`config.mk`:
```
export PLATFORM = sky130hd
export DESIGN_NAME = imm_extend_pipe
export DESIGN_NICKNAME = d
export VERILOG_FILES = /design/src/rtl/imm_extend_pipe.sv
export SDC_FILE = /design/constraint.sdc
export NUM_CORES = 1
export LEC_CHECK = 0
export CAP_MARGIN = 20
export CORE_MARGIN = 8
export CORE_UTILIZATION = 35
export CTS_CLUSTER_SIZE = 30
export DETAILED_ROUTE_END_ITERATION = 7
export GPL_TIMING_DRIVEN = 0
export PLACE_DENSITY = 0.67
export RECOVER_POWER = 25
export SYNTH_ARGS = -nofsm -noshare
export SYNTH_HDL_FRONTEND = slang
export SYNTH_SLANG_ARGS = --single-unit
export TNS_END_PERCENT = 1
```
`constraint.sdc`:
```
create_clock -name clk -period 3.35 [get_ports clk]
set_clock_uncertainty 0.15 [all_clocks]
set_input_delay 1.005 -clock clk [delete_from_list [all_inputs] [get_ports clk]]
set_output_delay 1.005 -clock clk [all_outputs]
set_load 0.1 [all_outputs]
```
`src/rtl/imm_extend_pipe.sv`:
```
// Sign/zero-extends an RV immediate selected by ImmSrc; one cycle from input transfer to out_valid.
// Backpressure: 2-entry skid buffer, in_ready comes straight from the skid valid flop (no out_ready path).
module imm_extend_pipe #(
  parameter int XLEN = 32
) (
  input  logic            clk,
  input  logic            rst,
  input  logic            in_valid,
  output logic            in_ready,
  input  logic [24:0]     instr_imm,
  input  logic [2:0]      ImmSrc,
  output logic            out_valid,
  input  logic            out_ready,
  output logic [XLEN-1:0] ImmOp,
  input  logic            illegal_clr,
  output logic            illegal_src
);

  // Re-index so field selects read like the instruction encoding.
  logic [31:7]     ins;
  logic [XLEN-1:0] ext;
  logic            out_vld;
  logic            skid_vld;
  logic [XLEN-1:0] out_dat;
  logic [XLEN-1:0] skid_dat;
  logic            in_xfer;
  logic            out_xfer;

  assign ins = instr_imm;

  always_comb begin
    ext = '0;
    case (ImmSrc)
      3'b000:  ext = XLEN'($signed(ins[31:20]));
      3'b001:  ext = XLEN'($signed({ins[31:25], ins[11:7]}));
      3'b010:  ext = XLEN'($signed({ins[31], ins[7], ins[30:25], ins[11:8], 1'b0}));
      3'b011:  ext = XLEN'($signed(ins[31:12]));
      3'b100:  ext = XLEN'($signed({ins[31], ins[19:12], ins[20], ins[30:21], 1'b0}));
      3'b101:  ext = XLEN'($signed({ins[31:12], 12'b0}));
      3'b110:  ext = XLEN'(ins[19:15]);
      default: ext = '0;
    endcase
  end

  assign in_ready  = ~skid_vld;
  assign out_valid = out_vld;
  assign ImmOp     = out_dat;
  assign in_xfer   = in_valid & in_ready;
  assign out_xfer  = out_vld & out_ready;

  always_ff @(posedge clk or posedge rst) begin
    if (rst) begin
      out_vld  <= 1'b0;
      skid_vld <= 1'b0;
      out_dat  <= '0;
      skid_dat <= '0;
    end else if (skid_vld) begin
      // in_ready is low here, so only the drain side can move.
      if (out_xfer) begin
        out_dat  <= skid_dat;
        skid_vld <= 1'b0;
      end
    end else if (in_xfer) begin
      if (!out_vld || out_xfer) begin
        out_dat <= ext;
        out_vld <= 1'b1;
      end else begin
        skid_dat <= ext;
        skid_vld <= 1'b1;
      end
    end else if (out_xfer) begin
      out_vld <= 1'b0;
    end
  end

  // Set has priority over clear.
  always_ff @(posedge clk or posedge rst) begin
    if (rst)
      illegal_src <= 1'b0;
    else if (in_xfer && ImmSrc == 3'b111)
      illegal_src <= 1'b1;
    else if (illegal_clr)
      illegal_src <= 1'b0;
  end

endmodule

```
Yosys cells after proc, flatten, opt, wreduce, memory -nomap -nowiden
Cells that the tools add are included.
- flip-flop bits (word level): 67
- input port bits: 33
- output and inout bits: 35
- equal/unequal tests: 9
- muxes and demuxes: 14
- bitwise logic cells: 4
- reductions and logical operators: 11
- operators by type and width (cell ; number):
    $pmux W32 S7 ; 1
    $mux W32 ; 4
    $eq A3 B3 Y1 const B ; 4
    $mux W1 ; 9
    $reduce_and A3 Y1 ; 3
    $reduce_bool A2 Y1 ; 4
    $eq A3 B2 Y1 const B ; 2
    $ne A2 B1 Y1 const B ; 2
    $eq A3 B1 Y1 const B ; 1
    $logic_not A3 Y1 ; 1
    $and A1 B1 Y1 ; 2
    $not A1 Y1 ; 2
    $logic_and A1 B1 Y1 ; 1
    $logic_not A1 Y1 ; 1
    $logic_or A1 B1 Y1 ; 1

Depth between registers and ports, before layout
- depth in word-level cells: 5
- mapped depth: 6
- mapped depth without buffers: 4

Worst setup path before layout
No wires, ideal clock.
- path kind: reg2out
- start: register skid_vld
- end: output port in_ready
- arrival time: 1.138 ns
- data required time: 2.195 ns
- path slack: 1.057 ns
- stages on the path, launching flop included: 3
- path buffers: 1
- path through: dfrtp_1 > buf_2 > inv_1
- longest elaborated chain between the ends: 1
- RTL lines (element ; RTL line ; source):
    from (decl) ; 23 ; logic skid_vld;
    from (signal assigned) ; 54 ; skid_vld <= 1'b0;
    from (signal assigned) ; 61 ; skid_vld <= 1'b0;
    from (signal assigned) ; 69 ; skid_vld <= 1'b1;
    $not A1 Y1 (no line) ; -- ;
    to (decl) ; 9 ; output logic in_ready,
No other way between the ends.

Worst setup path after layout
- start: register out_vld (netlist: out_valid)
- end: output port out_valid
- RTL lines (element ; RTL line ; source):
    from (decl) ; 22 ; logic out_vld;
    from (signal assigned) ; 53 ; out_vld <= 1'b0;
    from (signal assigned) ; 66 ; out_vld <= 1'b1;
    from (signal assigned) ; 72 ; out_vld <= 1'b0;
    to (decl) ; 12 ; output logic out_valid,
No word-level cell between the ends.

==> summary.md <==
| Metric | Value |
|---|---|
| Num CTS Buffers | 9 |
| Crit path buf inv count | 1 |
| Tcrit/Tclk final | between 90% and 100% |
| Reg clk slew, reported paths | 0.07 ns |
| Async SR Flop Fraction | between 90% and 100% |
| Leak | between 1.5 and 2 nW |
| P per Cell Area | 1160 nW/um^2 |
| Min-Delay Path Depth | 2 |
| CTS tree | built |
| Syn Nets | about 400 |
| Number of remaining DRC errors | 0 |
| Die W | roughly 110 um |
| Post-CTS Setup Inserts | 0 |
| Yosys top cell area share | between 50% and 60% |
| Count of TritonRoute iterations in the first routing pass | 4 |
| Post-route ant nets | 0 |
| Dominant cell by count in the synthesized netlist | dfrtp_1 |
| Initial Util | approximately 36% |
| WHS Endpoint | ImmOp[0] |
| Critical path type | register to output port |
| Final wirelength | 10,600 um |
| Top delay family on crit path | buffers and inverters |
| Vias | between 3,000 and 4,000 |
| Via/cell ratio | approximately 5.3 |
| Global placement routability congestion | 0.936 |
| CP endpoint kind | output port |
| Final cell count without fillers | roughly 570 |
| Worst path cell trace | clkdlybuf4s50_1 |
| Core Region | 9240 um^2 |
| Dpl cell area | 4150 um^2 |
| Fmax | 325 MHz |
| Mapped Area | ~3300 um^2 |
| Vias in the first global route | slightly above 3,000 |
| Routed wire per std cell | 18.5 um |
| Site Rows | 35 |
| Final nets | around 470 |
| Critical Path RT | roughly 2.2 ns |
| Peak supply drop | about 0.00053 V |
| Placed insts | ~560 |
| R2R depth | 5 |
| Fin. max-slew vios | 0 |
| Syn-to-layout area delta | 31.1% |
| Largest net degree at the start of global routing | between 60 and 70 |
| Buffers on Ports | 66 |
| Max-cap violation count | 0 |
| Reg-to-Reg Start | out_valid |
| RSZ-0062 raised after global routing | false |
| Number of H-tree levels | 3 |
| Register area share after synthesis | 50.4% |
| CP max-delay cell | clkdlybuf4s50_1 |
| Reg2reg setup slack | between 1.5 and 2 ns |
| Die Height | about 110 um |
| Ports | around 70 |
| Worst hold-check path type | register to register |
| Grt total ovfl | 0 |
| Global-route wire length before repair | approximately 17,000 um |
| WP data arrival | slightly below 2 ns |
| Worst-Skew Late Latency | between 0.3 and 0.4 ns |
| Syn avg cell area | approximately 9.2 um^2 |
| Cell taking the most area after synthesis | dfrtp_1 |
| Final hold vios | 0 |
| Root buf cell | clkbuf_8 |
| Ys flop type | dfrtp_1 |
| Yosys warns | 0 |
| 1st-iter DRT viols | around 140 |
| Fraction of layout cells with a size suffix above 1 | between 10% and 20% |
| Final Instance Area | ~4400 um^2 |
| Max transition margin | 5.59% |
| Fill count | ~900 |
| Power, Total | slightly above 5 mW |
| Startpoint Class | register |
| Gate count of the mapped netlist | around 360 |
| Final setup TNS | 0 ns |
| Gr usage total | around 17% |
| Die ar. | around 13,000 um^2 |
| Critical Path Fanout Max | 6 |
| Library cells used by synthesis | 42 |
| Initial antenna violation count | 0 |
| Ant diodes | 0 |
| Max clock buf depth | 2 |
| CTS Sinks | 67 |
| Post-DP HPWL | 7830 um |
| Final Setup Violations | 0 |
| Top post-synthesis cells by area | dfrtp_1 50%, o211ai_1 6.8%, a21oi_1 6.3% |
| Flops & latches, synth | 67 |
| Worst path max stage delay | approximately 1.2 ns |
| Worst-Margin Slew | approximately 1.4 ns |
| Synth top cells by count | 67 x dfrtp_1, 54 x nand2_1, 42 x a21oi_1, 35 x nand3_1, 32 x nor2_1 |
| Reg-to-Reg End | ImmOp[7] |
| EDFF count, synth | 0 |
| Final min period | between 3 and 4 ns |
| Outcome | finished, final reports clean |
| Hold path start | ImmOp[0] |
==> worst reg2reg max path, cell delays in order, from the launching register on <==
cell and delay (ns):
dfrtp_1 0.43, and2_1 0.19, o21ai_1 0.27, clkbuf_1 0.49
nand2_1 0.11, o211ai_1 0.11
==> registers in the layout (all words and copies together) (netlist names) <==
signal and count:
out_valid 1, skid_dat 32, ImmOp 32, skid_vld 1, illegal_src 1
==> through the flow <==
stage	util (%)	hold slack, ns	setup slack (ns)
CTS	47.2	0.367	0.0191
detailed placement	44.9	0.348	0.345
global route	47.2	0.380	0.192
finish	47.2	0.356	0.269
global placement	44.9	0.343	-0.664
floorplan	-	0.325	0.512
==> how the worst max path moves through the flow <==
stage | startpoint | end | cells after the start | slack, ns
floorplan | rst | ImmOp[0] | 1 | 0.51
global placement | rst | ImmOp[10] | 2 | -0.66
detailed placement | ImmSrc[2] | ImmOp[5] | 5 | 0.34
CTS | skid_vld | in_ready | 3 | 0.02
global route | out_valid | out_valid | 1 | 0.19
finish | out_valid | out_valid | 1 | 0.27
==> placed cells by master, fill, tap and decap left out, types with 2 or more instances in the layout <==
master	n
mux2_2	3
dlygate4sd3_1	3
nor2_2	2
nand3_1	35
bufinv_16	2
nor3_1	2
inv_2	2
inv_1	5
a211oi_2	2
o21ai_0	3
buf_6	2
clkbuf_1	10
clkbuf_8	10
a21oi_1	42
a22oi_1	5
buf_4	5
buf_1	2
buf_2	14
a311oi_1	7
dfrtp_1	67
nand2b_1	2
nor2_1	32
o21ai_1	3
and2_1	4
clkdlybuf4s50_1	62
a32o_1	3
o21a_1	12
nand2_1	54
o211ai_1	30
==> cell families (layout without fill, tap and decap cells) <==
| logic type | after synthesis | after routing | synth area share, % |
|---|---|---|---|
| compound gates | 115 | 115 | 23.5 |
| xor+xnor | 1 | 1 | 0.263 |
| buf+inv | 37 | 118 | 5.71 |
| flops | 67 | 67 | 50.4 |
| mux | 3 | 3 | 1.01 |
| simple gates | 139 | 139 | 19.1 |
==> layer usage <==
metal | vias to the layer above | wire [um] | track usage [%]
met3 | 16 | 767 | 4.91
met4 | 0 | 135 | 4.44
met2 | 93 | 4890 | 25.8
li1 | 1446 | - | -
met5 | - | 0 | 0
met1 | 1487 | 4770 | 22.1
==> report_power, final <==
part           internal, mW  switching [mW]
clock network         0.437           0.296
logic                 0.752            2.18
registers              1.20           0.209
total                  2.39            2.68
==> area by class of cell <==
cell class | instances | area [um^2] | area share [%]
multi-input cells | 258 | 1460 | 33.5
plain buffers | 30 | 164 | 3.76
clock buffers | 13 | 149 | 3.41
well taps | 129 | 161 | 3.70
clock inverters | 2 | 60.1 | 1.38
flip-flops and latches | 67 | 1680 | 38.4
inverters | 7 | 26.3 | 0.602
repair buffers | 66 | 663 | 15.2
==> timing repair <==
action / in CTS / in global routing
hold buffers: 0 / 0
endpoints found under the setup margin: 0 / 1
resized for setup: 0 / 1
Power figures use the tool's default switching activity.
